$ cat config.mk
export PLATFORM = sky130hd
export DESIGN_NAME = if_stage
export DESIGN_NICKNAME = d
export VERILOG_FILES = /design/src/rtl/if_stage.sv
export SDC_FILE = /design/constraint.sdc
export NUM_CORES = 1
export LEC_CHECK = 0
export CAP_MARGIN = 20
export CORE_AREA = 10 10 136 138
export DETAILED_ROUTE_END_ITERATION = 12
export DIE_AREA = 0 0 146 148
export PLACE_DENSITY = 0.84
export SETUP_SLACK_MARGIN = 0.05
export SYNTH_ARGS = -nofsm -noshare
export SYNTH_HDL_FRONTEND = slang
export SYNTH_SLANG_ARGS = --single-unit
$ cat constraint.sdc
create_clock -name clk -period 4.1 [get_ports clk]
set_input_delay 0.82 -clock clk [delete_from_list [all_inputs] [get_ports clk]]
set_output_delay 0.82 -clock clk [all_outputs]
set_load 0.03 [all_outputs]
$ cat src/rtl/if_stage.sv
// Instruction-fetch stage: PC, single-outstanding imem handshake, IF/ID register.
// Handles freeze parking, branch redirect and draining of abandoned requests.
module if_stage #(
    parameter logic [31:0] RESET_PC = 32'h0000_0000
) (
    input  logic        clk,
    input  logic        rst,
    input  logic        freeze,
    input  logic        branch_taken,
    input  logic [31:0] branch_addr,
    output logic        imem_req,
    output logic [31:0] imem_addr,
    input  logic        imem_ready,
    input  logic [31:0] imem_rdata,
    output logic [31:0] pc,
    output logic [31:0] instruction,
    output logic        valid
);

    typedef enum logic [1:0] {
        S_FETCH,
        S_HOLD,
        S_DRAIN
    } state_t;

    state_t      r_state;
    state_t      w_state_nxt;
    logic [31:0] r_pc;
    logic [31:0] r_drain_addr;
    logic [31:0] r_buf_instr;
    logic [31:0] r_buf_pc;
    logic [31:0] r_if_pc;
    logic [31:0] r_if_instr;
    logic        r_if_valid;

    logic [31:0] w_pc_nxt;
    logic [31:0] w_drain_nxt;
    logic [31:0] w_buf_instr_nxt;
    logic [31:0] w_buf_pc_nxt;
    logic [31:0] w_if_pc_nxt;
    logic [31:0] w_if_instr_nxt;
    logic        w_if_valid_nxt;
    logic [31:0] w_pc_inc;
    logic [31:0] w_target;

    assign w_pc_inc = r_pc + 32'd4;
    assign w_target = branch_addr & 32'hFFFF_FFFC;

    assign imem_req    = !rst && (r_state != S_HOLD);
    assign imem_addr   = (r_state == S_DRAIN) ? r_drain_addr : r_pc;
    assign pc          = r_if_pc;
    assign instruction = r_if_instr;
    assign valid       = r_if_valid;

    always_comb begin
        w_state_nxt     = r_state;
        w_pc_nxt        = r_pc;
        w_drain_nxt     = r_drain_addr;
        w_buf_instr_nxt = r_buf_instr;
        w_buf_pc_nxt    = r_buf_pc;
        w_if_pc_nxt     = r_if_pc;
        w_if_instr_nxt  = r_if_instr;
        w_if_valid_nxt  = r_if_valid;
        if (branch_taken) begin
            w_pc_nxt       = w_target;
            w_if_instr_nxt = 32'h0;
            w_if_valid_nxt = 1'b0;
            unique case (r_state)
                S_FETCH: begin
                    // in-flight request must still complete at its old address
                    if (!imem_ready) begin
                        w_drain_nxt = r_pc;
                        w_state_nxt = S_DRAIN;
                    end
                end
                S_HOLD:  w_state_nxt = S_FETCH;
                S_DRAIN: w_state_nxt = imem_ready ? S_FETCH : S_DRAIN;
                default: w_state_nxt = S_FETCH;
            endcase
        end else begin
            unique case (r_state)
                S_FETCH: begin
                    if (imem_ready) begin
                        w_pc_nxt = w_pc_inc;
                        if (freeze) begin
                            w_buf_instr_nxt = imem_rdata;
                            w_buf_pc_nxt    = w_pc_inc;
                            w_state_nxt     = S_HOLD;
                        end else begin
                            w_if_pc_nxt    = w_pc_inc;
                            w_if_instr_nxt = imem_rdata;
                            w_if_valid_nxt = 1'b1;
                        end
                    end else if (!freeze) begin
                        w_if_instr_nxt = 32'h0;
                        w_if_valid_nxt = 1'b0;
                    end
                end
                S_HOLD: begin
                    if (!freeze) begin
                        w_if_pc_nxt    = r_buf_pc;
                        w_if_instr_nxt = r_buf_instr;
                        w_if_valid_nxt = 1'b1;
                        w_state_nxt    = S_FETCH;
                    end
                end
                S_DRAIN: begin
                    if (imem_ready) begin
                        w_state_nxt = S_FETCH;
                    end
                    if (!freeze) begin
                        w_if_instr_nxt = 32'h0;
                        w_if_valid_nxt = 1'b0;
                    end
                end
                default: w_state_nxt = S_FETCH;
            endcase
        end
    end

    always_ff @(posedge clk) begin
        if (rst) begin
            r_state      <= S_FETCH;
            r_pc         <= RESET_PC;
            r_drain_addr <= 32'h0;
            r_buf_instr  <= 32'h0;
            r_buf_pc     <= 32'h0;
            r_if_pc      <= 32'h0;
            r_if_instr   <= 32'h0;
            r_if_valid   <= 1'b0;
        end else begin
            r_state      <= w_state_nxt;
            r_pc         <= w_pc_nxt;
            r_drain_addr <= w_drain_nxt;
            r_buf_instr  <= w_buf_instr_nxt;
            r_buf_pc     <= w_buf_pc_nxt;
            r_if_pc      <= w_if_pc_nxt;
            r_if_instr   <= w_if_instr_nxt;
            r_if_valid   <= w_if_valid_nxt;
        end
    end

endmodule

==> summary.txt <==
Status
  • Status: completed

Drt
  • DRC viols: 0
  • Vias: 7979
  • DR WL/cell: about 18 um
  • DRT iter0 DRCs: 781
  • Post-Route WL: 24300 um
  • 1st-pass router iterations: 7
  • DR vias/cell: 5.81
  • Post-route ant nets: 0

Setup path
  • CP Buf/Inv Count: 3
  • Critical path's top delay family: buffers and inverters
  • CP Max Fanout: 36
  • CP Class: reg -> out
  • CP max-delay cell: clkdlybuf4s50_1
  • Critical Path Start Type: flip-flop
  • Crit-path cells: inv_1 -> ha_1 -> buf_4 -> mux2_2 -> clkdlybuf4s50_1
  • CP endpoint kind: primary output
  • Critical Path RT: 3.28 ns
  • Crit-path max cell delay: roughly 0.6 ns
  • WP data arrival: 2.44 ns

Cells and area
  • Share of cells above drive strength 1: 8.03%
  • Layout area overhead: 24.7%
  • Final Util: 68.5%
  • Fillers: 1278
  • Diode count: 0
  • Nets@finish: 1221

Global route
  • Vias in the first global route: 7584
  • First-pass GRT wire length: ~40000 um
  • GRT overflow: 0
  • GR Util All Layers: ~22%
  • Initial antenna violation count: 0
  • Largest net degree at the start of global routing: 80

CTS
  • Postcts setup bufs: 0
  • TritonCTS Sinks: ~190
  • CTS tree: done
  • Clock root buffer: clkbuf_16
  • Post-CTS Hold Fix Bufs: 0
  • Clk_lat worst skew: 0.44 ns
  • CTS max path bufs: 2
  • H-tree levels: 4
  • Clk slew on worst S/H paths: about 0.07 ns
  • CTS buffer count: 17
  • # resized after CTS: 0

Floorplanning
  • Die span in x: 146 um
  • Core ar.: 15700 sq um
  • Die ar.: roughly 22000 sq um
  • Top-Level Pins: 167
  • Starting Density: 55.0%
  • # rows: 46
  • Die height: 148 um

Place
  • I/O Buffers: 160
  • RD Place Congestion: 0.833
  • Post-DP HPWL: around 16000 um

Min path
  • Worst hold path class: reg -> reg

Run
  • Max_cap viols: 0

Timing
  • Minimum clock period: roughly 3.3 ns
  • Worst slew pin tran: between 0.8 and 0.9 ns
  • Worst relative slew slack: 44.0%
  • Final setup fails: 0
  • Final slew viol count: 0
  • Setup TNS: 0 ns
  • RSZ-0062 raised after global routing: false
  • Final hold vios: 0
  • Clock skew: 0.0104 ns
  • Maximum clock rate: just over 300 MHz
  • Period utilization: 79.5%

Yosys
  • Commonest cells post-synth: 187 x dfxtp_1, 179 x nand2_1, 112 x nor2_1, 90 x a21oi_1, 71 x clkbuf_1
  • Sequential fraction of the synthesis area: roughly 43%
  • Flops & latches, synth: 187
  • Post-Synthesis Cell Area: 8640 sq um
  • Ys async rst share: 0%
  • Post-synth top flop: dfxtp_1
  • Post-Syn Instances: between 1000 and 1500
  • Dominant cell type by area after synthesis: dfxtp_1
  • Avg Inst Size Synth: 8.22 sq um
  • Most common cell in the netlist: dfxtp_1
  • Synth Warn #: 0
  • Yosys top cell area share: 43.3%
  • Yosys cell types: 51
  • Largest cells by area after synthesis: dfxtp_1 43%, nand2_1 7.8%, a21oi_1 5.2%
  • Number of synthesized flops with an enable pin: 0

Power and ir drop
  • P_leak: 3.65 nW
  • Peak VDD IR: 0.354 mV
  • Pwr/cell area: around 400 nW/um^2
==> per-stage QoR <==
stage,setup slack (ns),area [sq um],hold WS [ns],std cells,total power (W)
floorplan,1.57,8650,0.433,1054,0.00248
global placement,1.03,10200,0.438,1344,0.00274
detailed placement,0.981,10200,0.445,1344,0.00275
CTS,0.816,10800,0.455,1374,0.00427
global route,0.747,10800,0.467,1374,0.00443
finish,0.839,10800,0.452,1374,0.00425
==> flip-flops by register name (all words and copies together), names as in the netlist, named ones only <==
register and cells:
pc 30, instruction 32, r_buf_instr 32, r_state 2, r_pc 30, r_drain_addr 30
r_buf_pc 30
==> logic make-up after synthesis <==
logic type,Yosys count,synth area share (%)
AND/OR/NAND/NOR,397,21.0
AO/OA/AOI/OAI,265,20.1
flip-flops,187,43.3
buffers and inverters,114,5.53
XOR/XNOR,51,5.17
multiplexers,31,4.00
adder cells (fa/ha/maj),5,0.724
other,1,0.0434
==> cell usage in the layout (no fill, tap or decap), types with 17 or more instances in the layout <==
master / count
a211oi_1: 48
a21oi_1: 89
a22o_1: 32
a22oi_1: 33
buf_4: 18
clkbuf_16: 17
clkdlybuf4s50_1: 159
dfxtp_1: 187
mux2_2: 28
nand2_1: 179
nor2_1: 110
nor3_1: 19
o21ai_0: 27
xnor2_1: 39
==> cell type report <==
| class | count | area [sq um] | share of cell area [%] |
|---|---|---|---|
| inverters | 10 | 37.5 | 0.349 |
| clock buffers | 20 | 437 | 4.05 |
| clock inverters | 10 | 95.1 | 0.883 |
| repair buffers | 178 | 1750 | 16.2 |
| well taps | 216 | 270 | 2.51 |
| flip-flops and latches | 187 | 3740 | 34.8 |
| multi-input cells | 753 | 4440 | 41.2 |
==> per-layer routing <==
| metal | wire, um | global-route usage, % | part of all wire, % |
|---|---|---|---|
| met4 | 427 | 6.86 | 1.8 |
| met2 | 11300 | 35.1 | 46 |
| met3 | 1930 | 5.65 | 7.9 |
| met1 | 10700 | 28.7 | 44 |
| met5 | 0 | 0 | 0 |
==> worst register-to-register path, delay by kind of cell (launching register included) <==
family	cells	cell delay, ns
compound gates	3	0.67
simple gates	2	0.60
buf+inv	2	0.40
fa+ha+maj	1	0.37
flops	1	0.34
==> report_power, final <==
group	total [W]	leakage [nW]	internal [W]	switching [W]
registers	0.00198	1.52	0.00190	0.0000804
clock network	0.00153	0.257	0.000832	0.000701
logic	0.000743	1.87	0.000302	0.000441
total	0.00425	3.65	0.00303	0.00122
==> worst paths after layout <==
check                                                endpoint  slack [ns]  cells past startpoint                          start
worst min-delay path            r_drain_addr[23]$_SDFFE_PP0P_        0.45                      2  r_drain_addr[23]$_SDFFE_PP0P_
worst max register to register            pc[29]$_SDFFE_PP0P_        1.58                      8        r_state[0]$_SDFFE_PP0P_
worst max-delay path                            imem_addr[28]        0.84                      5        r_state[0]$_SDFFE_PP0P_
worst min register to register  r_drain_addr[23]$_SDFFE_PP0P_        0.45                      2  r_drain_addr[23]$_SDFFE_PP0P_
No activity file was read; power rests on OpenSTA's default activity.
